--- src/rtl/uart_rx_pkg.sv ---
// uart_rx_pkg: shared parity modes, FSM state encodings and stop-bit constants for the UART RX frame checker
package uart_rx_pkg;

  typedef enum logic [1:0] {
    PAR_EVEN  = 2'b00,
    PAR_ODD   = 2'b01,
    PAR_MARK  = 2'b10,
    PAR_SPACE = 2'b11
  } par_mode_e;

  typedef enum logic [2:0] {
    IDLE   = 3'd0,
    DATA   = 3'd1,
    PARITY = 3'd2,
    STOP1  = 3'd3,
    STOP2  = 3'd4
  } state_e;

  localparam logic STOP_ONE = 1'b0;
  localparam logic STOP_TWO = 1'b1;

  function automatic logic expected_parity(input par_mode_e mode, input logic acc);
    return mode == PAR_EVEN ? acc :
           mode == PAR_ODD  ? ~acc :
           mode == PAR_MARK ? 1'b1 : 1'b0;
  endfunction

endpackage

--- src/rtl/uart_rx_parity_calc.sv ---
// uart_rx_parity_calc: serial XOR accumulator over the data bits plus the expected parity-bit mux
module uart_rx_parity_calc
  import uart_rx_pkg::*;
(
  input  logic      CLK,
  input  logic      RST,
  input  logic      clr,
  input  logic      bit_en,
  input  logic      bit_in,
  input  par_mode_e mode,
  output logic      expected
);

  logic acc;

  // Running XOR of the data bits, cleared at the start of each frame
  always_ff @(posedge CLK or negedge RST)
    if (!RST) acc <= 1'b0;
    else if (clr) acc <= 1'b0;
    else if (bit_en) acc <= acc ^ bit_in;

  // Value the parity bit must carry for the latched mode
  always_comb expected = expected_parity(mode, acc);

endmodule

--- src/rtl/uart_rx_frame_check.sv ---
// uart_rx_frame_check: bit-serial UART frame assembler with parity and stop-bit checking.
// Optional macro UART_RX_ERR_COUNT_EN adds saturating parity/stop error counters and Cnt_Clr.
module uart_rx_frame_check
  import uart_rx_pkg::*;
#(
  parameter int Data_Width = 8,
  parameter int Len_Width  = 4
`ifdef UART_RX_ERR_COUNT_EN
  ,
  parameter int Cnt_Width  = 8
`endif
) (
  input  logic                  CLK,
  input  logic                  RST,
  input  logic                  Frame_Start,
  input  logic                  Bit_Valid,
  input  logic                  Sampled_bit,
  input  logic [Len_Width-1:0]  Data_Len,
  input  logic                  Parity_EN,
  input  logic [1:0]            Parity_MODE,
  input  logic                  Stop_Bits,
  output logic [Data_Width-1:0] P_DATA,
  output logic                  Frame_Done,
  output logic                  Data_Valid,
  output logic                  Parity_ERR,
  output logic                  Stop_ERR,
  output logic                  Busy
`ifdef UART_RX_ERR_COUNT_EN
  ,
  input  logic                  Cnt_Clr,
  output logic [Cnt_Width-1:0]  Parity_ERR_CNT,
  output logic [Cnt_Width-1:0]  Stop_ERR_CNT
`endif
);

  localparam logic [Len_Width-1:0] MAX_LEN = Len_Width'(Data_Width);

  state_e               state, state_nx;
  logic [Len_Width-1:0] cnt, len_q, len_in;
  logic                 par_en_q, stop2_q, done_q;
  par_mode_e            mode_q;
  logic                 strobe, last_data, complete, exp_par;

  assign len_in    = (Data_Len == '0 || Data_Len > MAX_LEN) ? MAX_LEN : Data_Len;
  // A strobe coinciding with Frame_Start belongs to no frame and is dropped
  assign strobe    = Bit_Valid & ~Frame_Start;
  assign last_data = cnt == len_q - Len_Width'(1);
  assign complete  = strobe & ((state == STOP1 && stop2_q == STOP_ONE) || state == STOP2);

  uart_rx_parity_calc u_par (
    .CLK      (CLK),
    .RST      (RST),
    .clr      (Frame_Start),
    .bit_en   (strobe && state == DATA),
    .bit_in   (Sampled_bit),
    .mode     (mode_q),
    .expected (exp_par)
  );

  // State register
  always_ff @(posedge CLK or negedge RST)
    if (!RST) state <= IDLE;
    else state <= state_nx;

  // Next-state: Frame_Start restarts from any state, otherwise advance one field per strobe
  always_comb begin
    state_nx = state;
    if (Frame_Start) state_nx = DATA;
    else if (Bit_Valid)
      case (state)
        DATA:    if (last_data) state_nx = par_en_q ? PARITY : STOP1;
        PARITY:  state_nx = STOP1;
        STOP1:   state_nx = stop2_q == STOP_TWO ? STOP2 : IDLE;
        STOP2:   state_nx = IDLE;
        default: state_nx = state;
      endcase
  end

  // FSM outputs: done pulse is registered so results are already settled when it rises
  always_comb begin
    Busy       = state != IDLE;
    Frame_Done = done_q;
    Data_Valid = done_q & ~Parity_ERR & ~Stop_ERR;
  end

  // Frame configuration is sampled only at Frame_Start so mid-frame input changes are ignored
  always_ff @(posedge CLK or negedge RST)
    if (!RST) begin
      len_q    <= '0;
      par_en_q <= 1'b0;
      mode_q   <= PAR_EVEN;
      stop2_q  <= STOP_ONE;
    end else if (Frame_Start) begin
      len_q    <= len_in;
      par_en_q <= Parity_EN;
      mode_q   <= par_mode_e'(Parity_MODE);
      stop2_q  <= Stop_Bits;
    end

  // Data shifter, bit counter, error flags and completion pulse
  always_ff @(posedge CLK or negedge RST)
    if (!RST) begin
      P_DATA     <= '0;
      cnt        <= '0;
      Parity_ERR <= 1'b0;
      Stop_ERR   <= 1'b0;
      done_q     <= 1'b0;
    end else begin
      done_q <= complete;
      if (Frame_Start) begin
        P_DATA     <= '0;
        cnt        <= '0;
        Parity_ERR <= 1'b0;
        Stop_ERR   <= 1'b0;
      end else if (strobe)
        case (state)
          DATA: begin
            P_DATA <= P_DATA | (Data_Width'(Sampled_bit) << cnt);
            cnt    <= cnt + Len_Width'(1);
          end
          PARITY:  Parity_ERR <= Sampled_bit != exp_par;
          STOP1:   Stop_ERR   <= ~Sampled_bit;
          STOP2:   Stop_ERR   <= Stop_ERR | ~Sampled_bit;
          default: ;
        endcase
    end

`ifdef UART_RX_ERR_COUNT_EN
  // Saturating per-frame error counters; a clear overrides a same-cycle increment
  always_ff @(posedge CLK or negedge RST)
    if (!RST) begin
      Parity_ERR_CNT <= '0;
      Stop_ERR_CNT   <= '0;
    end else if (Cnt_Clr) begin
      Parity_ERR_CNT <= '0;
      Stop_ERR_CNT   <= '0;
    end else if (done_q) begin
      if (Parity_ERR && !(&Parity_ERR_CNT)) Parity_ERR_CNT <= Parity_ERR_CNT + Cnt_Width'(1);
      if (Stop_ERR && !(&Stop_ERR_CNT)) Stop_ERR_CNT <= Stop_ERR_CNT + Cnt_Width'(1);
    end
`endif

endmodule

--- config.mk ---
export PLATFORM = sky130hd
export DESIGN_NAME = uart_rx_frame_check
export DESIGN_NICKNAME = d
export VERILOG_FILES = /design/src/rtl/uart_rx_pkg.sv /design/src/rtl/uart_rx_parity_calc.sv /design/src/rtl/uart_rx_frame_check.sv
export SDC_FILE = /design/constraint.sdc
export NUM_CORES = 1
export LEC_CHECK = 0
export ABC_AREA = 1
export CAP_MARGIN = 20
export CORE_MARGIN = 10
export CORE_UTILIZATION = 45
export CTS_CLUSTER_SIZE = 28
export DETAILED_ROUTE_END_ITERATION = 8
export PLACE_DENSITY = 0.81
export SYNTH_ARGS = -nofsm -noshare
export SYNTH_HDL_FRONTEND = slang
export SYNTH_SLANG_ARGS = --single-unit
export TNS_END_PERCENT = 10
--- constraint.sdc ---
create_clock -name CLK -period 1.7 [get_ports CLK]
set_clock_uncertainty 0.1 [all_clocks]
set_input_delay 0.51 -clock CLK [delete_from_list [all_inputs] [get_ports CLK]]
set_output_delay 0.51 -clock CLK [all_outputs]
set_load 0.05 [all_outputs]
==> run summary <==
The tools report the number of max-cap violations as 0. Walking the worst path, the cells encountered are nor3b_4 -> buf_12. Dividing the detail-routed via count by the number of cells gives 5.06. The Yosys step of the flow raised 0 warnings. The initial utilization of the core area, before any placement, comes to 46.7%. Setup repair after global routing could not meet its margin everywhere. The logs give 0 for the count of endpoints failing hold in the final timing report and 27 for the sink count of the clock tree. Dividing total power by cell area gives a power density of 955 nW/um^2. In this run, placement finished with an instance count of 263. The routed length per placed instance is 12.7 um. The count of mapped cells out of synthesis was 184; the number of CTS-inserted buffers was 3. STA classifies the critical path startpoint as a flip-flop. Number of global-route vias before repair: 1309. The global routing usage summed across all routing layers was 11.6%; the pre-CTS worst setup slack was -0.250 ns. TritonCTS built the clock tree. Clock-pin slew was measured on the worst setup and hold paths at 0.15 ns. In the post-synthesis netlist, the cell with the most instances is nand2_1.

Entering global routing, the biggest net connects 28 pins. The checks that failed: setup timing. The die covers 5780 um^2. Clock latency on the worst-skew pair, taken at its later pin, is 0.33 ns. At the pin with the least slew margin, the transition time is 0.354 ns. The net count of the finished layout is 244, and the number of synthesized flops with an enable pin is 0.

STA classifies the critical path endpoint as a primary output. Among all stages on the critical path, the largest delay is contributed by dfrtp_2. The worst supply voltage drop on vdd is 0.000665 V, and the final setup slack of the worst path is -0.0896 ns. The logs give 272 for the final non-filler cell total and 76.2% for the remaining max-slew budget at the tightest pin. Summed over all instances, the cell type with the most area after synthesis is dfrtp_1. Measured along the y axis, the die boundary spans 76.1 um. The first-pass GRT wire length is 5.86 mm.

The maximum fanout encountered on the critical timing path came out at 2. The number of DRC markers after the initial detailed-route iteration is 84, and the number of nets with antenna violations after detailed routing is 0. The final global-route overflow total is 0. Summed over all nets, the half-perimeter wirelength after detailed placement is 2.64 mm.

The number of filler instances in the final layout was 244. After synthesis, the mean cell area works out to 7.68 um^2. The tools report the sequential area share after synthesis as 47.8%.

Of the cells placed in the final design, the portion with a size suffix greater than 1 is 26.8%. The minimum period implied by the final worst setup slack was 1.79 ns. The number of nets in the synthesized netlist is 199.

The root buffer cell chosen for the clock tree is clkbuf_4. The setup path with the least slack is of type reg -> out. The number of antenna violations at the first check in global routing is 0. The number of buffers on the longest clock path is 2, and the area of the core is 3030 um^2. Routability-driven placement finished with a final weighted congestion of 0.849. The multi-input combinational cells in the finished layout cover a total of 656 um^2.

Largest delay contributor family on the critical path: flip-flops. The number of search-and-repair iterations in the first detailed-routing pass is 4. The total standard cell area after synthesis was 1410 um^2. Data on the critical path arrives at its endpoint at 1.18 ns.

For the total setup violations reported at the end of the flow, the log shows 3. Class of the worst hold path: reg -> reg. The period utilization is 105%, and the total routed wirelength is 3.46 mm. The logs give 1 for the depth of the CTS H-tree and 1.09 ns for the data required time at the worst endpoint. Registers take 682 um^2. The run finished, with violations left. Count of unique library cells instantiated by Yosys: 25. The longest individual stage delay on the worst path came out at 0.46 ns. Synthesis inferred 27 register bits. Summed over its instances, the top area cell type makes up 47.8% of the synthesized netlist area. Hold timing on the final database bottoms out at a slack of 0.353 ns.

For the final count of pins violating max slew, the log shows 0. After detailed routing, the number of remaining DRC violations is 0. In the synthesized netlist the async set-or-reset flop fraction comes to 100%. The die is 76.1 um wide. The total number of vias was 1376.

By area the synthesized netlist is led by dfrtp_1 (48%), nand2_1 (12%), nor2_1 (5.6%). The count of buffers from port buffering was 25; the buffer and inverter count on the worst path was 1. Fmax: 559 MHz. The worst reg-to-reg setup slack is 0.11 ns. The most frequently used flop master after synthesis was dfrtp_1.

Counting instances in the post-synthesis netlist gives the leading cell types as nand2_1 (47), dfrtp_1 (27), nor2_1 (21). Cell row count: 20. From synthesis to final layout, the design area changed by 45.8%. Antenna diode count: 0. The logs give 26 for the number of top-level design ports and 0.980 nW for the static leakage power.
[final timing paths]
kind                                 start    endpoint  cells after the start
worst max-delay path            Parity_ERR  Data_Valid                      2
worst min-delay path               stop2_q  Frame_Done                      1
worst max register to register    state[0]    state[0]                      8
worst min register to register     stop2_q  Frame_Done                      1
max in group asynchronous              RST    state[0]                      2
min in group asynchronous              RST   P_DATA[6]                      2
[worst reg2reg max path, stage by stage, from the launching register on]
cell,delay (ns)
dfrtp_2,0.44
buf_4,0.17
nor3_4,0.18
nor2_1,0.08
buf_4,0.15
a21oi_4,0.18
nand2_2,0.09
nand2_1,0.06
nand2_1,0.04
[placed cells by master, fill, tap and decap left out]
master           count
o22ai_1              3
nand3_1             11
nor3_4               1
nor3b_4              1
nand2_2              2
ha_1                 1
nand3_2              1
clkbuf_4             3
buf_12              14
a21oi_1              8
o21ai_1              6
nor3_2               2
nand2_1             46
nor4_1               1
inv_1               18
clkinvlp_4           1
clkdlybuf4s50_1     12
dfrtp_1             22
nand4_1              1
nor3b_1              1
a21oi_4              1
a31oi_1              1
ha_4                 1
nand4_2              1
nor2_2               1
nor3_1               7
nor2_1              20
inv_4                1
o21ai_0              7
xnor2_1              1
inv_2                8
buf_4               18
dfrtp_2              5
xor2_1               1
[layer usage]
layer	track usage, %	vias to the layer above	share of wire, %
li1	-	679	-
met4	2.60	0	0.78
met5	0	-	0
met1	15.0	657	46
met3	2.71	2	3.2
met2	19.1	38	50
[metrics by stage]
step / power [mW] / cell area [um^2] / util (%) / setup TNS [ns]
after detailed placement: 1.59 / 1960 / 64.8 / -3.52
final: 1.97 / 2060 / 68.1 / -0.149
after global routing: 2.10 / 2060 / 68.1 / -0.408
after floorplan: 1.28 / 1430 / - / 0
after CTS: 1.94 / 2040 / 67.3 / -0.149
after global placement: 1.56 / 1960 / 64.8 / -3.40
[flip-flops by register name, summed over array words and instances, names as in the netlist, 2 cells and up]
signal	cells
cnt	4
state	3
P_DATA	8
len_q	4
mode_q	2
[report_power, final]
group          total [mW]  internal (mW)  switching, mW
Sequential          0.800          0.722         0.0781
Combinational       0.885          0.379          0.507
Clock               0.284         0.0901          0.194
Total                1.97           1.19          0.778
[area by class of cell]
type                            instances  area share (%)
Inverter                               27            5.04
Clock inverter                          1           0.364
Clock buffer                            3            1.09
Multi-Input combinational cell        126            31.8
Timing Repair Buffer                   44            26.0
Sequential cell                        27            33.1
Tap cell                               44            2.67
[cells by family (layout without fill, tap and decap cells)]
logic type | count (synthesis) | after routing | synth area share, %
fa+ha+maj | 2 | 2 | 1.77
flops | 27 | 27 | 47.8
simple gates | 96 | 96 | 30.2
compound gates | 26 | 26 | 10.4
xor+xnor | 2 | 2 | 1.24
buf+inv | 31 | 75 | 8.67
[repair_timing]
item,4_1_cts,5_1_grt
pin swaps,0,2
setup buffers,5,0
setup endpoints to repair,2,7
hold buffers,0,0
gates resized for setup,4,4
No activity file was read; power rests on OpenSTA's default activity.
